--- src/rtl/alu_issue_if.sv ---
// Issue-side bundle for alu_issue_unit: instruction fields in, ALU drive/return, captured result out.
// The issue side uses valid/ready: a transfer happens on a rising edge where valid && ready; ready never looks at valid.
interface alu_issue_if;
    logic        in_valid;
    logic        in_ready;
    logic [6:0]  in_opcode;
    logic [2:0]  in_funct3;
    logic        in_funct7_5;
    logic [31:0] in_rs1;
    logic [31:0] in_rs2;
    logic [31:0] in_imm;
    logic [31:0] alu_a;
    logic [31:0] alu_b;
    logic [3:0]  alu_acl;
    logic [31:0] alu_result;
    logic        alu_zero;
    logic        out_valid;
    logic        out_ready;
    logic [31:0] out_result;
    logic        out_zero;
    logic        out_taken;
    logic        out_illegal;

    modport master (
        output in_valid, in_opcode, in_funct3, in_funct7_5, in_rs1, in_rs2, in_imm,
               alu_result, alu_zero, out_ready,
        input  in_ready, alu_a, alu_b, alu_acl,
               out_valid, out_result, out_zero, out_taken, out_illegal
    );

    modport slave (
        input  in_valid, in_opcode, in_funct3, in_funct7_5, in_rs1, in_rs2, in_imm,
               alu_result, alu_zero, out_ready,
        output in_ready, alu_a, alu_b, alu_acl,
               out_valid, out_result, out_zero, out_taken, out_illegal
    );
endinterface

--- src/rtl/alu_issue_unit.sv ---
// Two-stage ALU issue/capture: S1 encodes RV32 R/I/branch fields into ALU control and operands,
// S2 registers the external ALU's result, zero flag and branch decision.
module alu_issue_unit (
    input  logic       clk,
    input  logic       rst_n,
    alu_issue_if.slave bus
);
    localparam logic [6:0] OP_R  = 7'b0110011;
    localparam logic [6:0] OP_I  = 7'b0010011;
    localparam logic [6:0] OP_BR = 7'b1100011;

    localparam logic [3:0] ACL_ADD = 4'b0000;
    localparam logic [3:0] ACL_SUB = 4'b0001;
    localparam logic [3:0] ACL_SLL = 4'b0010;
    localparam logic [3:0] ACL_SLT = 4'b0011;
    localparam logic [3:0] ACL_XOR = 4'b0100;
    localparam logic [3:0] ACL_SRL = 4'b0101;
    localparam logic [3:0] ACL_OR  = 4'b0110;
    localparam logic [3:0] ACL_AND = 4'b0111;

    logic        is_r, is_i, is_br, is_shift;
    logic [31:0] op_b;
    logic        dec_illegal, dec_branch;
    logic [3:0]  dec_acl;
    logic [31:0] dec_a, dec_b;

    logic        s1_valid, s1_branch, s1_illegal, s1_f3_0;
    logic [31:0] s1_a, s1_b;
    logic [3:0]  s1_acl;

    logic        out_valid_q, out_zero_q, out_taken_q, out_illegal_q;
    logic [31:0] out_result_q;

    logic        advance, accept;

    always_comb begin
        is_r        = (bus.in_opcode == OP_R);
        is_i        = (bus.in_opcode == OP_I);
        is_br       = (bus.in_opcode == OP_BR);
        is_shift    = (bus.in_funct3[1:0] == 2'b01);
        op_b        = is_r ? bus.in_rs2 : bus.in_imm;
        dec_illegal = 1'b0;
        dec_branch  = 1'b0;
        dec_acl     = ACL_ADD;
        dec_a       = bus.in_rs1;
        dec_b       = 32'd0;
        if (is_r || is_i) begin
            case (bus.in_funct3)
                3'b000:  dec_acl = (is_r && bus.in_funct7_5) ? ACL_SUB : ACL_ADD;
                3'b001:  dec_acl = ACL_SLL;
                3'b010:  dec_acl = ACL_SLT;
                3'b011:  dec_illegal = 1'b1;
                3'b100:  dec_acl = ACL_XOR;
                3'b101:  dec_acl = ACL_SRL;
                3'b110:  dec_acl = ACL_OR;
                default: dec_acl = ACL_AND;
            endcase
            // funct7_5 only selects sub for R-type; for I-type it is just an immediate bit
            if (is_r && bus.in_funct7_5 && (bus.in_funct3 != 3'b000))
                dec_illegal = 1'b1;
            if ((bus.in_funct3 == 3'b101) && bus.in_funct7_5)
                dec_illegal = 1'b1;
            if (is_i && is_shift && (bus.in_imm[11:5] != 7'd0))
                dec_illegal = 1'b1;
            dec_b = is_shift ? {27'd0, op_b[4:0]} : op_b;
        end else if (is_br) begin
            dec_branch = 1'b1;
            dec_acl    = ACL_SUB;
            dec_b      = bus.in_rs2;
            if (bus.in_funct3[2:1] != 2'b00)
                dec_illegal = 1'b1;
        end else begin
            dec_illegal = 1'b1;
        end
        if (dec_illegal) begin
            dec_a   = 32'd0;
            dec_b   = 32'd0;
            dec_acl = ACL_ADD;
        end
    end

    // S2 moves whenever it is empty or being drained; S1 may refill in the same cycle.
    assign advance      = !out_valid_q || bus.out_ready;
    assign bus.in_ready = !s1_valid || advance;
    assign accept       = bus.in_valid && bus.in_ready;

    always_ff @(posedge clk or negedge rst_n) begin
        if (!rst_n) begin
            s1_valid   <= 1'b0;
            s1_a       <= 32'd0;
            s1_b       <= 32'd0;
            s1_acl     <= ACL_ADD;
            s1_branch  <= 1'b0;
            s1_illegal <= 1'b0;
            s1_f3_0    <= 1'b0;
        end else if (accept) begin
            s1_valid   <= 1'b1;
            s1_a       <= dec_a;
            s1_b       <= dec_b;
            s1_acl     <= dec_acl;
            s1_branch  <= dec_branch;
            s1_illegal <= dec_illegal;
            s1_f3_0    <= bus.in_funct3[0];
        end else if (advance) begin
            s1_valid <= 1'b0;
        end
    end

    always_ff @(posedge clk or negedge rst_n) begin
        if (!rst_n) begin
            out_valid_q   <= 1'b0;
            out_result_q  <= 32'd0;
            out_zero_q    <= 1'b0;
            out_taken_q   <= 1'b0;
            out_illegal_q <= 1'b0;
        end else if (advance) begin
            out_valid_q   <= s1_valid;
            out_result_q  <= s1_illegal ? 32'd0 : bus.alu_result;
            out_zero_q    <= !s1_illegal && bus.alu_zero;
            out_taken_q   <= s1_branch && !s1_illegal && (s1_f3_0 ? !bus.alu_zero : bus.alu_zero);
            out_illegal_q <= s1_illegal;
        end
    end

    assign bus.alu_a       = s1_a;
    assign bus.alu_b       = s1_b;
    assign bus.alu_acl     = s1_acl;
    assign bus.out_valid   = out_valid_q;
    assign bus.out_result  = out_result_q;
    assign bus.out_zero    = out_zero_q;
    assign bus.out_taken   = out_taken_q;
    assign bus.out_illegal = out_illegal_q;
endmodule

--- src/flat_wrapper.sv ---
// flat-port wrapper written by rule: the top's interface ports become plain ports
module alu_issue_unit_flat 
  (clk, rst_n, bus_in_valid, bus_in_opcode, bus_in_funct3, bus_in_funct7_5, bus_in_rs1, bus_in_rs2, bus_in_imm, bus_alu_result, bus_alu_zero, bus_out_ready, bus_in_ready, bus_alu_a, bus_alu_b, bus_alu_acl, bus_out_valid, bus_out_result, bus_out_zero, bus_out_taken, bus_out_illegal);
  alu_issue_if bus_i ();
  input  logic clk;
  input  logic rst_n;
  input wire logic [$bits(bus_i.in_valid)-1:0] bus_in_valid;
  input wire logic [$bits(bus_i.in_opcode)-1:0] bus_in_opcode;
  input wire logic [$bits(bus_i.in_funct3)-1:0] bus_in_funct3;
  input wire logic [$bits(bus_i.in_funct7_5)-1:0] bus_in_funct7_5;
  input wire logic [$bits(bus_i.in_rs1)-1:0] bus_in_rs1;
  input wire logic [$bits(bus_i.in_rs2)-1:0] bus_in_rs2;
  input wire logic [$bits(bus_i.in_imm)-1:0] bus_in_imm;
  input wire logic [$bits(bus_i.alu_result)-1:0] bus_alu_result;
  input wire logic [$bits(bus_i.alu_zero)-1:0] bus_alu_zero;
  input wire logic [$bits(bus_i.out_ready)-1:0] bus_out_ready;
  output wire logic [$bits(bus_i.in_ready)-1:0] bus_in_ready;
  output wire logic [$bits(bus_i.alu_a)-1:0] bus_alu_a;
  output wire logic [$bits(bus_i.alu_b)-1:0] bus_alu_b;
  output wire logic [$bits(bus_i.alu_acl)-1:0] bus_alu_acl;
  output wire logic [$bits(bus_i.out_valid)-1:0] bus_out_valid;
  output wire logic [$bits(bus_i.out_result)-1:0] bus_out_result;
  output wire logic [$bits(bus_i.out_zero)-1:0] bus_out_zero;
  output wire logic [$bits(bus_i.out_taken)-1:0] bus_out_taken;
  output wire logic [$bits(bus_i.out_illegal)-1:0] bus_out_illegal;
  assign bus_i.in_valid = bus_in_valid;
  assign bus_i.in_opcode = bus_in_opcode;
  assign bus_i.in_funct3 = bus_in_funct3;
  assign bus_i.in_funct7_5 = bus_in_funct7_5;
  assign bus_i.in_rs1 = bus_in_rs1;
  assign bus_i.in_rs2 = bus_in_rs2;
  assign bus_i.in_imm = bus_in_imm;
  assign bus_i.alu_result = bus_alu_result;
  assign bus_i.alu_zero = bus_alu_zero;
  assign bus_i.out_ready = bus_out_ready;
  assign bus_in_ready = bus_i.in_ready;
  assign bus_alu_a = bus_i.alu_a;
  assign bus_alu_b = bus_i.alu_b;
  assign bus_alu_acl = bus_i.alu_acl;
  assign bus_out_valid = bus_i.out_valid;
  assign bus_out_result = bus_i.out_result;
  assign bus_out_zero = bus_i.out_zero;
  assign bus_out_taken = bus_i.out_taken;
  assign bus_out_illegal = bus_i.out_illegal;
  alu_issue_unit u_core (.clk(clk), .rst_n(rst_n), .bus(bus_i));
endmodule
--- config.mk ---
export PLATFORM = sky130hd
export DESIGN_NAME = alu_issue_unit_flat
export DESIGN_NICKNAME = d
export VERILOG_FILES = /design/src/rtl/alu_issue_if.sv /design/src/rtl/alu_issue_unit.sv /design/src/flat_wrapper.sv
export SDC_FILE = /design/constraint.sdc
export NUM_CORES = 1
export LEC_CHECK = 0
export ABC_CLOCK_PERIOD_IN_PS = 2870
export CAP_MARGIN = 20
export CORE_ASPECT_RATIO = 0.6
export CORE_UTILIZATION = 58
export DETAILED_ROUTE_END_ITERATION = 12
export DONT_BUFFER_PORTS = 1
export PLACE_DENSITY = 0.7
export SLEW_MARGIN = 20
export SYNTH_ARGS = -nofsm -noshare
export SYNTH_HDL_FRONTEND = slang
export SYNTH_SLANG_ARGS = --single-unit
--- constraint.sdc ---
create_clock -name clk -period 2.87 [get_ports clk]
set_clock_uncertainty 0.15 [all_clocks]
set_input_delay 0.4305 -clock clk [delete_from_list [all_inputs] [get_ports clk]]
set_output_delay 0.4305 -clock clk [all_outputs]
set_load 0.005 [all_outputs]
==> metrics <==
placed cell count 580; I/O pin count 249; Worst-path clk slew 0.07 ns; mean area per synthesized cell 9.73 sq um; multi-input logic area 0.00207 sq mm; Pre-Repair DR Iteration Count 4; layout cell share with drive strength beyond 1 0.119; Final Non-Filler Cells 595; Final min period 2.27 ns; final slew viol count 0; failing checks hold timing; # clock sinks 107; number of remaining DRC errors 0; Vias per Instance 6.20; most common cell after layout, fill and taps aside nand2_1; fmax 440 MHz; routed length on met1 4510 um; Fin. Hold Viols 107; final wirelength 11700 um; vias in the first global route 3460; die height 73.4 um; final worst-path cycle share 0.791; crit start category flop; critical path arrival 2.33 ns; CP endpoint kind flop; Initial Utilization 0.611; antenna violations before repair 0; Slew headroom 0.454; clock latency at the later pin of the worst-skew pair 0.34 ns; Post-DRT Antenna Nets 0; pin count of the biggest net entering global routing 108; Mapped Nets 651; total grt overflow 0; reg2reg path depth 5; Vias 3687; H-tree depth 3; Wirelength per Cell 19.7 um; PostCTS Resize Cnt 0; top layer reached by signal wires met4; DP HPWL 8190 um; sequential share of the synthesized area 0.543; Total GRT Usage 0.264; Hold Crit Class input port to asynchronous set/reset pin; nets@finish 627; Worst Path Max Fanout 20; Critical Path RT 2.93 ns; most frequent cells in the layout nand2_1, dfrtp_1, nand3b_1; Site Rows 25; Die Wd 121 um; DRT iter0 DRCs 195; Reg area 0.00268 sq mm; Mapped Area 0.00493 sq mm; Cell variety after synth 41; run status complete, but fails checks; Core Region 0.00807 sq mm; GP Congestion 0.769; port bufs 0; Hold WS -0.370 ns; die footprint 0.00889 sq mm; DR WL met2 5630 um; met3 WL 1340 um; #FFs+latches synth 107; maxcap violations 0; worst-margin pin slew 0.818 ns; VDD IR-drop max 0.304 mV; # diodes 0; post-route setup TNS 0 ns; yosys warns 0; pwr/cell area 621 mW/mm^2; Clock Path Buffers 2; Fill cells 680; # setup viols final 0; Syn Inst Count 507; TritonCTS clock tree built; Leakage Power 2.28 nW; crit path kind flop to flop; RSZ-0062 raised after global routing false; first-pass GRT wire length 17800 um; Syn-to-layout area delta 6.67%; CTS Buf Count 9; Root Buffer clkbuf_16
-- synth_stat cells, drive strengths merged --
| library cell | count | area share |
|---|---|---|
| a211oi | 27 | 0.041 |
| a21o | 1 | 0.0015 |
| a21oi | 40 | 0.062 |
| a311oi | 1 | 0.0018 |
| a32o | 5 | 0.010 |
| a32oi | 27 | 0.048 |
| and2 | 2 | 0.0025 |
| and3b | 1 | 0.0018 |
| buf | 10 | 0.015 |
| clkbuf | 35 | 0.027 |
| conb | 1 | 0.00076 |
| dfrtp | 107 | 0.54 |
| inv | 1 | 0.00076 |
| nand2 | 149 | 0.11 |
| nand2b | 6 | 0.0076 |
| nand3 | 6 | 0.0061 |
| nand3b | 35 | 0.053 |
| nand4b | 1 | 0.0018 |
| nand4bb | 1 | 0.0023 |
| nor2 | 27 | 0.021 |
| nor2b | 4 | 0.0051 |
| nor3 | 1 | 0.0010 |
| nor3b | 2 | 0.0030 |
| nor4 | 3 | 0.0068 |
| nor4bb | 1 | 0.0020 |
| o211ai | 1 | 0.0015 |
| o21ai | 3 | 0.0038 |
| o311a | 1 | 0.0020 |
| o31ai | 1 | 0.0015 |
| o41ai | 2 | 0.0051 |
| or3 | 1 | 0.0013 |
| or4 | 1 | 0.0015 |
| xnor2 | 1 | 0.0018 |
| xor2 | 2 | 0.0036 |
-- worst max-delay path, cell delays in order, from the launching register on --
cell      delay, ns
dfrtp_1        0.43
nand3b_1       0.24
nand2_1        0.15
a311oi_4       0.67
buf_4          0.42
a21oi_1        0.08
-- state kept, by name (all words and copies together) (netlist names) --
signal / flops
u_core.bus.alu_a: 32
u_core.bus.alu_acl: 3
u_core.bus.alu_b: 32
u_core.bus.out_illegal: 1
u_core.bus.out_result: 32
u_core.bus.out_taken: 1
u_core.bus.out_valid: 1
u_core.bus.out_zero: 1
u_core.s1_branch: 1
u_core.s1_f3_0: 1
u_core.s1_illegal: 1
u_core.s1_valid: 1
-- area by class of cell --
cell class | instances | share of cell area
Sequential cell | 107 | 0.509
Inverter | 1 | 0.000713
Clock inverter | 2 | 0.00190
Tap cell | 108 | 0.0257
Timing Repair Buffer | 10 | 0.0190
Multi-Input combinational cell | 354 | 0.393
Clock buffer | 13 | 0.0514
-- what timing repair did --
item / in CTS / in global routing
endpoints found under the setup margin: 0 / 0
endpoints found under the hold margin: 107 / 107
setup buffers: 0 / 0
-- power by group --
part / switching, mW / internal [mW]
sequential: 0.124 / 1.64
clock: 0.508 / 0.652
combinational: 0.204 / 0.137
-- stage by stage --
step	cell area, sq um	utilization	power (mW)	worst slack, ns
floorplan	4930	-	2.05	0.832
global placement	4980	0.617	2.12	0.501
detailed placement	4980	0.617	2.14	0.414
CTS	5260	0.652	3.30	0.569
global route	5260	0.652	3.42	0.489
finish	5260	0.652	3.27	0.599
-- cells by family after synthesis --
kind of cell | Yosys count | share of synthesized area
buf+inv | 46 | 0.0429
other cells | 1 | 0.000760
simple gates | 241 | 0.230
compound gates | 109 | 0.178
xor+xnor | 3 | 0.00533
flops | 107 | 0.543
-- per-layer routing --
layer  vias to the layer above  global-route usage
li1                       1711                   -
met1                      1786               0.308
met2                       173               0.427
met3                        17               0.124
met4                         0               0.107
met5                         -                   0
-- path summary, 6_finish.rpt --
| kind | startpoint | to | slack (ns) |
|---|---|---|---|
| worst max-delay path | u_core.bus.out_valid | u_core.bus.alu_a[19] | 0.60 |
| worst min-delay path | rst_n | u_core.bus.alu_b[24] | -0.37 |
| worst max register to register | u_core.bus.out_valid | u_core.bus.alu_a[19] | 0.60 |
| worst min register to register | u_core.s1_valid | u_core.bus.out_valid | 0.31 |
| max in group asynchronous | rst_n | u_core.bus.out_result[25] | 2.75 |
| min in group clk | bus_in_valid | u_core.s1_valid | 0.05 |
No activity file was read; power rests on OpenSTA's default activity.
